File: src/rtl/mips_ctrl_pkg.sv
// Shared encodings for the multi-cycle MIPS controller: opcodes, functs,
// ALU operation codes, memory access widths, FSM states and decode classes.
package mips_ctrl_pkg;

  // Primary opcodes (Instruction[31:26])
  localparam logic [5:0] OP_RTYPE = 6'b000000;
  localparam logic [5:0] OP_J     = 6'b000010;
  localparam logic [5:0] OP_JAL   = 6'b000011;
  localparam logic [5:0] OP_BEQ   = 6'b000100;
  localparam logic [5:0] OP_BNE   = 6'b000101;
  localparam logic [5:0] OP_ADDI  = 6'b001000;
  localparam logic [5:0] OP_ORI   = 6'b001101;
  localparam logic [5:0] OP_MUL   = 6'b011100;
  localparam logic [5:0] OP_LW    = 6'b100011;
  localparam logic [5:0] OP_SW    = 6'b101011;

  // Function codes (Instruction[5:0])
  localparam logic [5:0] FN_ADD = 6'b100000;
  localparam logic [5:0] FN_SUB = 6'b100010;
  localparam logic [5:0] FN_SLT = 6'b101010;
  localparam logic [5:0] FN_JR  = 6'b001000;
  localparam logic [5:0] FN_MUL = 6'b000010;

  // ALU operation codes
  localparam logic [4:0] ALU_ADD  = 5'b00001;
  localparam logic [4:0] ALU_SUB  = 5'b00010;
  localparam logic [4:0] ALU_MULT = 5'b00011;
  localparam logic [4:0] ALU_OR   = 5'b00111;
  localparam logic [4:0] ALU_SLT  = 5'b01110;

  // MemRead / MemWrite access width encodings
  localparam logic [1:0] MEM_NONE = 2'b00;
  localparam logic [1:0] MEM_WORD = 2'b01;

  typedef enum logic [2:0] {
    S_FETCH,
    S_DECODE,
    S_EXEC,
    S_MEM,
    S_WB
  } state_t;

  typedef enum logic [3:0] {
    C_RTYPE,
    C_IMM,
    C_LOAD,
    C_STORE,
    C_BRANCH,
    C_JUMP,
    C_JAL,
    C_JR,
    C_MUL,
    C_ILLEGAL
  } iclass_t;

endpackage

File: src/rtl/mips_decode.sv
// Combinational instruction decoder: classifies the IR contents and
// produces the ALU code and the static datapath selects for the FSM.
module mips_decode
  import mips_ctrl_pkg::*;
#(
  parameter int                    ALU_CTRL_W = 5,
  parameter logic [ALU_CTRL_W-1:0] ALU_NOP    = '1
) (
  input  logic [31:0]           instruction,
  output iclass_t               iclass,
  output logic [ALU_CTRL_W-1:0] alu_ctrl,
  output logic                  alu_src,
  output logic                  reg_dst,
  output logic                  mem_to_reg
);

  logic [5:0] opcode;
  logic [5:0] funct;
  logic       unused_fields;

  assign opcode = instruction[31:26];
  assign funct  = instruction[5:0];
  // Register and immediate fields are consumed by the datapath, not here.
  assign unused_fields = ^instruction[25:6];

  // Classify by opcode/funct; anything not listed is flagged illegal.
  always_comb begin
    iclass     = C_ILLEGAL;
    alu_ctrl   = ALU_NOP;
    alu_src    = 1'b0;
    reg_dst    = 1'b0;
    mem_to_reg = 1'b0;
    case (opcode)
      OP_RTYPE: begin
        case (funct)
          FN_ADD: begin
            iclass = C_RTYPE; alu_ctrl = ALU_CTRL_W'(ALU_ADD);
            reg_dst = 1'b1; mem_to_reg = 1'b1;
          end
          FN_SUB: begin
            iclass = C_RTYPE; alu_ctrl = ALU_CTRL_W'(ALU_SUB);
            reg_dst = 1'b1; mem_to_reg = 1'b1;
          end
          FN_SLT: begin
            iclass = C_RTYPE; alu_ctrl = ALU_CTRL_W'(ALU_SLT);
            reg_dst = 1'b1; mem_to_reg = 1'b1;
          end
          FN_JR:   iclass = C_JR;
          default: iclass = C_ILLEGAL;
        endcase
      end
      OP_MUL: begin
        // mul writes rd like an R-type, so it selects rd as destination.
        if (funct == FN_MUL) begin
          iclass = C_MUL; alu_ctrl = ALU_CTRL_W'(ALU_MULT);
          reg_dst = 1'b1; mem_to_reg = 1'b1;
        end
      end
      OP_ADDI: begin
        iclass = C_IMM; alu_ctrl = ALU_CTRL_W'(ALU_ADD);
        alu_src = 1'b1; mem_to_reg = 1'b1;
      end
      OP_ORI: begin
        iclass = C_IMM; alu_ctrl = ALU_CTRL_W'(ALU_OR);
        alu_src = 1'b1; mem_to_reg = 1'b1;
      end
      OP_LW: begin
        iclass = C_LOAD; alu_ctrl = ALU_CTRL_W'(ALU_ADD); alu_src = 1'b1;
      end
      OP_SW: begin
        iclass = C_STORE; alu_ctrl = ALU_CTRL_W'(ALU_ADD); alu_src = 1'b1;
      end
      OP_BEQ, OP_BNE: iclass = C_BRANCH;
      OP_J:           iclass = C_JUMP;
      OP_JAL:         iclass = C_JAL;
      default:        iclass = C_ILLEGAL;
    endcase
  end

endmodule

File: src/rtl/multicycle_controller.sv
// Multi-cycle MIPS controller: sequences each instruction through
// FETCH/DECODE/EXEC/MEM/WB with memory ready handshakes and a mul stall.
module multicycle_controller
  import mips_ctrl_pkg::*;
#(
  parameter int                    ALU_CTRL_W = 5,
  parameter int                    MUL_CYCLES = 4,  // legal range 1..16
  parameter logic [ALU_CTRL_W-1:0] ALU_NOP    = ALU_CTRL_W'(5'b11111)
) (
  input  logic                  Clk,
  input  logic                  Reset,
  input  logic [31:0]           Instruction,
  input  logic                  BranchOutput,
  input  logic                  MemReady,
  output logic                  InstrRead,
  output logic                  IRWrite,
  output logic                  PCWrite,
  output logic                  RegWrite,
  output logic                  ALUSrc,
  output logic                  RegDst,
  output logic                  MemToReg,
  output logic                  Jump,
  output logic                  Jr,
  output logic                  Jal,
  output logic                  PCSrc,
  output logic [1:0]            MemRead,
  output logic [1:0]            MemWrite,
  output logic [ALU_CTRL_W-1:0] ALUControl,
  output logic                  Illegal,
  output logic                  Busy
);

  // Last EXEC cycle index of a mul (counter runs 0..MUL_CYCLES-1).
  localparam logic [3:0] MUL_LAST = 4'(MUL_CYCLES - 1);

  state_t                state_reg, state_next;
  logic [3:0]            mul_cnt_reg, mul_cnt_next;

  iclass_t               dec_class;
  logic [ALU_CTRL_W-1:0] dec_alu;
  logic                  dec_alu_src;
  logic                  dec_reg_dst;
  logic                  dec_mem_to_reg;

  mips_decode #(
    .ALU_CTRL_W (ALU_CTRL_W),
    .ALU_NOP    (ALU_NOP)
  ) u_decode (
    .instruction (Instruction),
    .iclass      (dec_class),
    .alu_ctrl    (dec_alu),
    .alu_src     (dec_alu_src),
    .reg_dst     (dec_reg_dst),
    .mem_to_reg  (dec_mem_to_reg)
  );

  // State register and mul stall counter; reset abandons any instruction.
  always_ff @(posedge Clk) begin
    if (Reset) begin
      state_reg   <= S_FETCH;
      mul_cnt_reg <= '0;
    end else begin
      state_reg   <= state_next;
      mul_cnt_reg <= mul_cnt_next;
    end
  end

  // Next-state and output decode; Reset overrides every output last.
  always_comb begin
    state_next   = state_reg;
    mul_cnt_next = '0;
    InstrRead    = 1'b0;
    IRWrite      = 1'b0;
    PCWrite      = 1'b0;
    RegWrite     = 1'b0;
    ALUSrc       = 1'b0;
    RegDst       = 1'b0;
    MemToReg     = 1'b0;
    Jump         = 1'b0;
    Jr           = 1'b0;
    Jal          = 1'b0;
    PCSrc        = 1'b0;
    MemRead      = MEM_NONE;
    MemWrite     = MEM_NONE;
    ALUControl   = ALU_NOP;
    Illegal      = 1'b0;
    Busy         = 1'b1;

    case (state_reg)
      S_FETCH: begin
        Busy      = 1'b0;
        InstrRead = 1'b1;
        if (MemReady) begin
          IRWrite    = 1'b1;
          PCWrite    = 1'b1;
          state_next = S_DECODE;
        end
      end

      S_DECODE: begin
        case (dec_class)
          C_JUMP: begin
            Jump = 1'b1; PCWrite = 1'b1; state_next = S_FETCH;
          end
          C_JAL: begin
            Jump = 1'b1; Jal = 1'b1; RegWrite = 1'b1; PCWrite = 1'b1;
            state_next = S_FETCH;
          end
          C_JR: begin
            Jr = 1'b1; PCWrite = 1'b1; state_next = S_FETCH;
          end
          C_ILLEGAL: begin
            Illegal = 1'b1; state_next = S_FETCH;
          end
          default: state_next = S_EXEC;
        endcase
      end

      S_EXEC: begin
        ALUControl = dec_alu;
        ALUSrc     = dec_alu_src;
        RegDst     = dec_reg_dst;
        case (dec_class)
          C_BRANCH: begin
            PCSrc      = BranchOutput;
            PCWrite    = BranchOutput;
            state_next = S_FETCH;
          end
          C_LOAD, C_STORE: state_next = S_MEM;
          C_MUL: begin
            if (mul_cnt_reg == MUL_LAST) begin
              state_next = S_WB;
            end else begin
              mul_cnt_next = mul_cnt_reg + 4'd1;
            end
          end
          default: state_next = S_WB;
        endcase
      end

      S_MEM: begin
        ALUSrc = dec_alu_src;
        RegDst = dec_reg_dst;
        if (dec_class == C_LOAD) begin
          MemRead = MEM_WORD;
        end else begin
          MemWrite = MEM_WORD;
        end
        if (MemReady) begin
          state_next = (dec_class == C_LOAD) ? S_WB : S_FETCH;
        end
      end

      S_WB: begin
        ALUSrc     = dec_alu_src;
        RegDst     = dec_reg_dst;
        MemToReg   = dec_mem_to_reg;
        RegWrite   = 1'b1;
        state_next = S_FETCH;
      end

      default: state_next = S_FETCH;
    endcase

    if (Reset) begin
      InstrRead  = 1'b0;
      IRWrite    = 1'b0;
      PCWrite    = 1'b0;
      RegWrite   = 1'b0;
      ALUSrc     = 1'b0;
      RegDst     = 1'b0;
      MemToReg   = 1'b0;
      Jump       = 1'b0;
      Jr         = 1'b0;
      Jal        = 1'b0;
      PCSrc      = 1'b0;
      MemRead    = MEM_NONE;
      MemWrite   = MEM_NONE;
      ALUControl = ALU_NOP;
      Illegal    = 1'b0;
      Busy       = 1'b0;
    end
  end

endmodule
File: config.mk
export PLATFORM = sky130hd
export DESIGN_NAME = multicycle_controller
export DESIGN_NICKNAME = d
export VERILOG_FILES = /design/src/rtl/mips_ctrl_pkg.sv /design/src/rtl/mips_decode.sv /design/src/rtl/multicycle_controller.sv
export SDC_FILE = /design/constraint.sdc
export NUM_CORES = 1
export LEC_CHECK = 0
export ABC_CLOCK_PERIOD_IN_PS = 2900
export BUFFER_PORTS_ARGS = -buffer_cell sky130_fd_sc_hd__buf_2
export CAP_MARGIN = 30
export CORE_MARGIN = 3
export CORE_UTILIZATION = 34
export CTS_CLUSTER_SIZE = 8
export DETAILED_ROUTE_END_ITERATION = 7
export GPL_ROUTABILITY_DRIVEN = 0
export PLACE_DENSITY = 0.7
export SYNTH_ARGS = -nofsm -noshare
export SYNTH_HDL_FRONTEND = slang
export SYNTH_SLANG_ARGS = --single-unit
File: constraint.sdc
create_clock -name Clk -period 2.9 [get_ports Clk]
set_clock_uncertainty 0.15 [all_clocks]
set_input_delay 0.29 -clock Clk [delete_from_list [all_inputs] [get_ports Clk]]
set_output_delay 0.29 -clock Clk [all_outputs]
set_load 0.02 [all_outputs]
Yosys cells after proc, flatten, opt, wreduce, memory -nomap -nowiden
Cells that the tools add are included.
W data, S select, Z words.
{ "totals": {"in_bits": 36, "ff_bits": 7, "word_cells": 108, "out_inout_bits": 22} }
{ "classes": {"reduce_logical": 14, "add_sub_neg": 1, "eq_ne": 30, "n_mux": 59, "bitwise": 2} }
{ "op_table": {"columns": ["operator", "count"], "rows": [
  ["$mux W1", 39],
  ["$pmux W4 S8", 1],
  ["$eq A6 B6 Y1 const B", 5],
  ["$pmux W5 S4", 1],
  ["$eq A6 B2 Y1 const B", 3],
  ["$eq A6 B4 Y1 const B", 3],
  ["$eq A4 B3 Y1 const B", 4],
  ["$mux W5", 3],
  ["$pmux W5 S3", 1],
  ["$eq A4 B2 Y1 const B", 3],
  ["$eq A6 B3 Y1 const B", 2],
  ["$mux W3", 4],
  ["$pmux W3 S4", 1],
  ["$reduce_or A3 Y1", 4],
  ["$reduce_or A4 Y1", 3],
  ["$pmux W3 S3", 1],
  ["$eq A4 B4 Y1 const B", 2],
  ["$pmux W4 S2", 1],
  ["$reduce_or A2 Y1", 4],
  ["$eq A3 B2 Y1 const B", 2],
  ["$eq A6 B5 Y1 const B", 1],
  ["$logic_not A6 Y1", 1],
  ["$mux W2", 3],
  ["$pmux W1 S3", 2],
  ["9 further kinds", 12]
]} }

Logic depth before layout (Yosys ltp)
{ "depth": {"depth_word": 9, "ltp_mapped": 8} }

Cells and area by module
From an unflattened synthesis, not the netlist that was laid out.
{ "hier_totals": {"hier_cells": 158, "hier_area_um2": 1089.8} }
{ "by_module_without_submodules": {"columns": ["mod", "area_each_um2", "cells_per_inst", "instances", "seq_area_each_um2"], "rows": [
  ["multicycle_controller", 638.1, 91, 1, 140.1],
  ["mips_decode", 451.7, 67, 1, 0.0]
]} }

Worst setup path after synthesis
No wires, ideal clock.
{ "synth_path": {"kind": "input-to-output", "startpoint": "input Instruction[29]", "endpoint": "output Jump", "n_path_buf": 2, "required_time_ns": 2.460, "t_arrival_ns": 2.160, "stages": 8, "path_slack_ns": 0.300, "cell_sequence": "buf_4 > nand2b_2 > or4_1 > buf_6 > o2111ai_1 > a21oi_2 > a311o_1 > a211oi_2"} }
{ "synth_via": {"elab_chain_len": 8, "word_cells_on_any_way": 19, "classes_between": "11 x eq/ne; 4 x mux; 4 x reduce/logical"} }
{ "synth_lines": {"columns": ["item", "line", "source"], "rows": [
  ["from (decl)", "multicycle_controller.sv:12", "input logic [31:0] Instruction,"],
  ["$eq A6 B3 Y1 / $eq A6 B4 Y1 (equally long branches)", "mips_decode.sv:33", "case (opcode)"],
  ["$reduce_or A2 Y1, on equally long branches", null, null],
  ["$pmux W4 S8 *", "mips_decode.sv:33", null],
  ["$eq A4 B3 Y1", "multicycle_controller.sv:101", "case (dec_class)"],
  ["$reduce_or A2 Y1 (no source line) *", null, null],
  ["$mux W1 *", "multicycle_controller.sv:101", null],
  ["$mux W1 *", "multicycle_controller.sv:89", "case (state_reg)"],
  ["$mux W1 *", "multicycle_controller.sv:165", "if (Reset) begin"],
  ["to (decl)", "multicycle_controller.sv:22", "output logic Jump,"]
]} }
Mark *: on every way between the ends. The rest lies on a longest branch, timed or not.

Worst setup path after layout
{ "layout_path": {"startpoint": "input Instruction[31]", "endpoint": "output Jump"} }
Same word-level chain as after synthesis.

==> results.md <==
- Across the run, the number of max-cap violations was 0.
- The top-level port count is slightly below 60.
- In this run the number of H-tree levels came out at 1.
- The element type at the critical path end is an output pin.
- The delay of the slowest critical-path stage is 0.61 ns.
- Static timing analysis puts the maximum clock frequency at about 370 MHz.
- The number of cells on the worst reg-to-reg path is 5.
- The most frequently used flop master after synthesis is sky130_fd_sc_hd__dfxtp_1.
- From left edge to right edge, the die measures roughly 61 um.
- The number of vias per cell after detailed routing is roughly 5.5.
- The fraction of the core area covered by cells at the end of the flow is 0.465.
- STA puts the critical path data required time at 2.46 ns.
- The time the worst path needs with I/O delays and setup is around 2.7 ns.
- Dividing the synthesized area by the synthesized cell count gives approximately 6.8 um2.
- Entering global routing, the biggest net connects 16 pins.
- The share of synthesized area in the top cell type comes to 0.137.
- The number of gates resized after CTS was 0.
- The routed length per instance is 12.2 um.
- The number of flip-flops in the largest register is 4.
- The number of synthesis warnings is 0.
- The multi-input combinational cells in the finished layout cover a total of about 800 um2.
- The count of TritonRoute iterations in the first routing pass is 4.
- The cell at the slowest stage of the critical path is sky130_fd_sc_hd__or4_1.
- The total overflow reported by the global router is 0.
- The number of antenna violations at the first check in global routing came to 0.
- The worst pin sits at a relative slew slack of 0.660.
- The clock drives 7 sinks.
- The final hold violation count was 0.
- The min-delay analysis places its worst path in the category in -> reg.
- The placement row count is 19.
- Walking the worst path, the cells encountered are buf_2 -> nand2b_2 -> or4_1 -> o2111ai_1 -> a21oi_2 -> a311o_1 -> a211oi_2 -> buf_2.
- The remaining number of nets flagged by the antenna check after routing is 0.
- For this block, the routed nets add up to ~2.7 mm of wire.
- In this run, CTS created clock tree buffers numbering 3.
- The number of failing setup endpoints in the final timing report is 0.
- The cell area that synthesis handed to floorplanning was 0.00102 mm2.
- The total track usage is 0.152.
- The clock transition at the registers of the reported paths is roughly 0.050 ns.
- Counting flops and latches in the post-synthesis netlist gives 7.
- Timing analysis after detailed placement gives a worst setup slack of 0.161 ns.
- TritonCTS built the clock tree.
- Following the worst setup path forward leads to its endpoint at Jump.
- Power spread over the standard cell area amounts to ~220 mW/mm2.
- The number of buffers inserted for hold repair after clock tree synthesis is 0.
- The aggregate negative setup slack is 0 ns.
- For this run, the register share of the synthesized area comes to 0.137.
- The tree is rooted in a sky130_fd_sc_hd__clkbuf_4.
- For this run, design rule violations remaining after detail routing come to 0.
- Dividing the final minimum period by the clock period gives 0.943.
- The largest vdd supply drop is around 130 uV.
- The placed wire-length estimate is 2.22 mm.
- The number of diodes added for antenna fixing is 0.
- In this run the critical register-to-register path is captured at state_reg[1].
- The number of buffers inserted to repair setup after CTS is 0.
- In this run, synthesis inferred 0 flip-flops with an integrated enable.
- The post-placement cell area is approximately 0.0013 mm2.
- The share of flip-flops with an asynchronous set or reset after synthesis is 0.
- Among the stages of the critical path, the cell type that occurs most often is sky130_fd_sc_hd__buf_2.
- Setup repair after global routing left no endpoint under its margin.
- Summed over all instances, the cell type with the most area after synthesis is sky130_fd_sc_hd__dfxtp_1.
- In this run the worst path has a maximum fanout of 4.
- In the final layout, the share of cells above drive strength 1 is 0.318.
- No sink is reached through more buffers than the 2 on the longest clock path.
- The final net count is 230.
- The register-to-register setup slack is 1.23 ns.
- In the synthesized netlist, the number of instances is ~150.
- The wire length of the first global-routing pass is 4.46 mm.
- With fillers left out, the area of the finished cells amounts to roughly 0.0013 mm2.
- In this run the critical register-to-register path is launched from state_reg[1].
- The starting density of the core is 0.364.
- At the pin with the least slew margin, the transition time is around 0.50 ns.
- Measured along the y axis, the die boundary spans just over 60 um.
- Counting the fill cells in the layout gives between 300 and 400.
- The area of the die is 0.00370 mm2.
- The minimum setup slack in the final design is 0.165 ns.
- Sorting the synthesized cells by area gives the leading types as sky130_fd_sc_hd__dfxtp_1 (14%), sky130_fd_sc_hd__nor2_1 (7.0%), sky130_fd_sc_hd__nand2_1 (5.1%), sky130_fd_sc_hd__a21oi_1 (3.4%), sky130_fd_sc_hd__nor3_1 (3.4%).
- The max-slew violation total from the final report is 0.
- The start-to-end type of the worst setup path is in -> out.
- The via count is approximately 1,200.
- The floorplan core area is about 0.0028 mm2.
- The flow ran to the end, and the final reports show no timing, DRC or antenna violations.
- The number of violations reported at the end of detailed-routing iteration 0 is 65.
- At the later pin of the worst-skew pair, clock insertion delay measures between 0.2 and 0.3 ns.
- Yosys mapped the design onto 55 distinct sky130hd cell types.
- The sequential cell area in the final layout is roughly 140 um2.
- The count of port buffers added during placement is 35.
- The synthesis-to-finish area growth is 27.5%.
- The leakage power of the design is ~0.00056 uW.
- The element type at the critical path start is an input port.
- The critical path starts at Instruction[31].
- The via count of the first global-routing pass came to just over 1,000.
- For the worst setup path, the data arrival time is around 2.3 ns.
## placed cells by master (no fill, tap or decap), drive strengths merged, types with 2 or more instances in the layout
cell type / count
clkbuf: 4
nand2: 14
or4: 2
nand2b: 4
a21oi: 8
nor4: 2
a21o: 4
and3: 2
dfxtp: 7
buf: 49
o21ai: 8
or4b: 2
nor2: 19
and2: 2
conb: 2
a31oi: 3
nor2b: 4
nor4bb: 3
or3: 3
a211oi: 2
inv: 5
nor3: 7
xor2: 3
nor4b: 2
nand3: 5
nand4: 4
xnor2: 2
## how the worst min path moves through the flow
stage / startpoint / to / slack [ns] / cells past startpoint
after CTS: Reset / state_reg[0] / 0.17 / 2
after global placement: mul_cnt_reg[0] / mul_cnt_reg[0] / 0.28 / 1
after global routing: Reset / state_reg[0] / 0.22 / 2
final: Reset / state_reg[0] / 0.18 / 2
after floorplan: mul_cnt_reg[0] / mul_cnt_reg[0] / 0.27 / 1
after detailed placement: mul_cnt_reg[0] / mul_cnt_reg[0] / 0.28 / 1
## cells by family after synthesis
logic type / count (synthesis) / share of synthesized area
adder cells (fa/ha/maj): 1 / 0.0122
flip-flops: 7 / 0.137
other: 1 / 0.00367
buffers and inverters: 18 / 0.0844
XOR/XNOR: 5 / 0.0428
multiplexers: 1 / 0.00979
AND/OR/NAND/NOR: 80 / 0.431
AO/OA/AOI/OAI: 38 / 0.279
## area by class of cell
class                   instances  area share
inverters                       5      0.0144
multi-input cells             127       0.613
well taps                      31      0.0298
flip-flops and latches          7       0.107
repair buffers                 49       0.215
clock buffers                   4      0.0202
## cell usage after synthesis (2+ instances only)
cell type                  number
sky130_fd_sc_hd__nor4b_1        2
sky130_fd_sc_hd__or3_1          3
sky130_fd_sc_hd__clkbuf_1       8
sky130_fd_sc_hd__o21ai_1        4
sky130_fd_sc_hd__nand2_1       14
sky130_fd_sc_hd__buf_4          3
sky130_fd_sc_hd__and3_1         2
sky130_fd_sc_hd__nor2_1        19
sky130_fd_sc_hd__nand4_1        4
sky130_fd_sc_hd__nor3_1         7
sky130_fd_sc_hd__a31oi_1        3
sky130_fd_sc_hd__nand2b_1       3
sky130_fd_sc_hd__or4_1          2
sky130_fd_sc_hd__xor2_1         3
sky130_fd_sc_hd__a21oi_1        7
sky130_fd_sc_hd__and2_1         2
sky130_fd_sc_hd__nor2b_1        4
sky130_fd_sc_hd__nor4bb_1       3
sky130_fd_sc_hd__o21ai_0        3
sky130_fd_sc_hd__nand3_1        5
sky130_fd_sc_hd__xnor2_1        2
sky130_fd_sc_hd__a21o_1         4
sky130_fd_sc_hd__or4b_2         2
sky130_fd_sc_hd__nor4_1         2
sky130_fd_sc_hd__inv_1          4
sky130_fd_sc_hd__dfxtp_1        7
## power breakdown
part,total (uW),leakage [uW],internal (uW),switching [uW]
clock,91.5,0.0000150,52.7,38.8
sequential,102,0.0000566,97.6,4.39
combinational,97.3,0.000485,41.3,56.0
total,291,0.000557,192,99.2
## critical path, delay by kind of cell
family | cells | cell delay, ns
buffers and inverters | 2 | 0.29
AO/OA/AOI/OAI | 4 | 0.92
AND/OR/NAND/NOR | 2 | 0.78
## per-stage QoR
| step | power (uW) | hold slack (ns) | instances |
|---|---|---|---|
| final | 291 | 0.183 | 223 |
| after global routing | 308 | 0.222 | 223 |
| after CTS | 292 | 0.173 | 223 |
| after detailed placement | 201 | 0.285 | 219 |
| after global placement | 200 | 0.279 | 219 |
| after floorplan | 166 | 0.268 | 152 |
## per-layer routing
metal  share of wire  GRT usage
met1            0.50      0.226
met5               0          0
met2            0.43      0.229
met4               0     0.0217
met3           0.070     0.0298
Note: power is estimated with default switching activity, not from simulation.
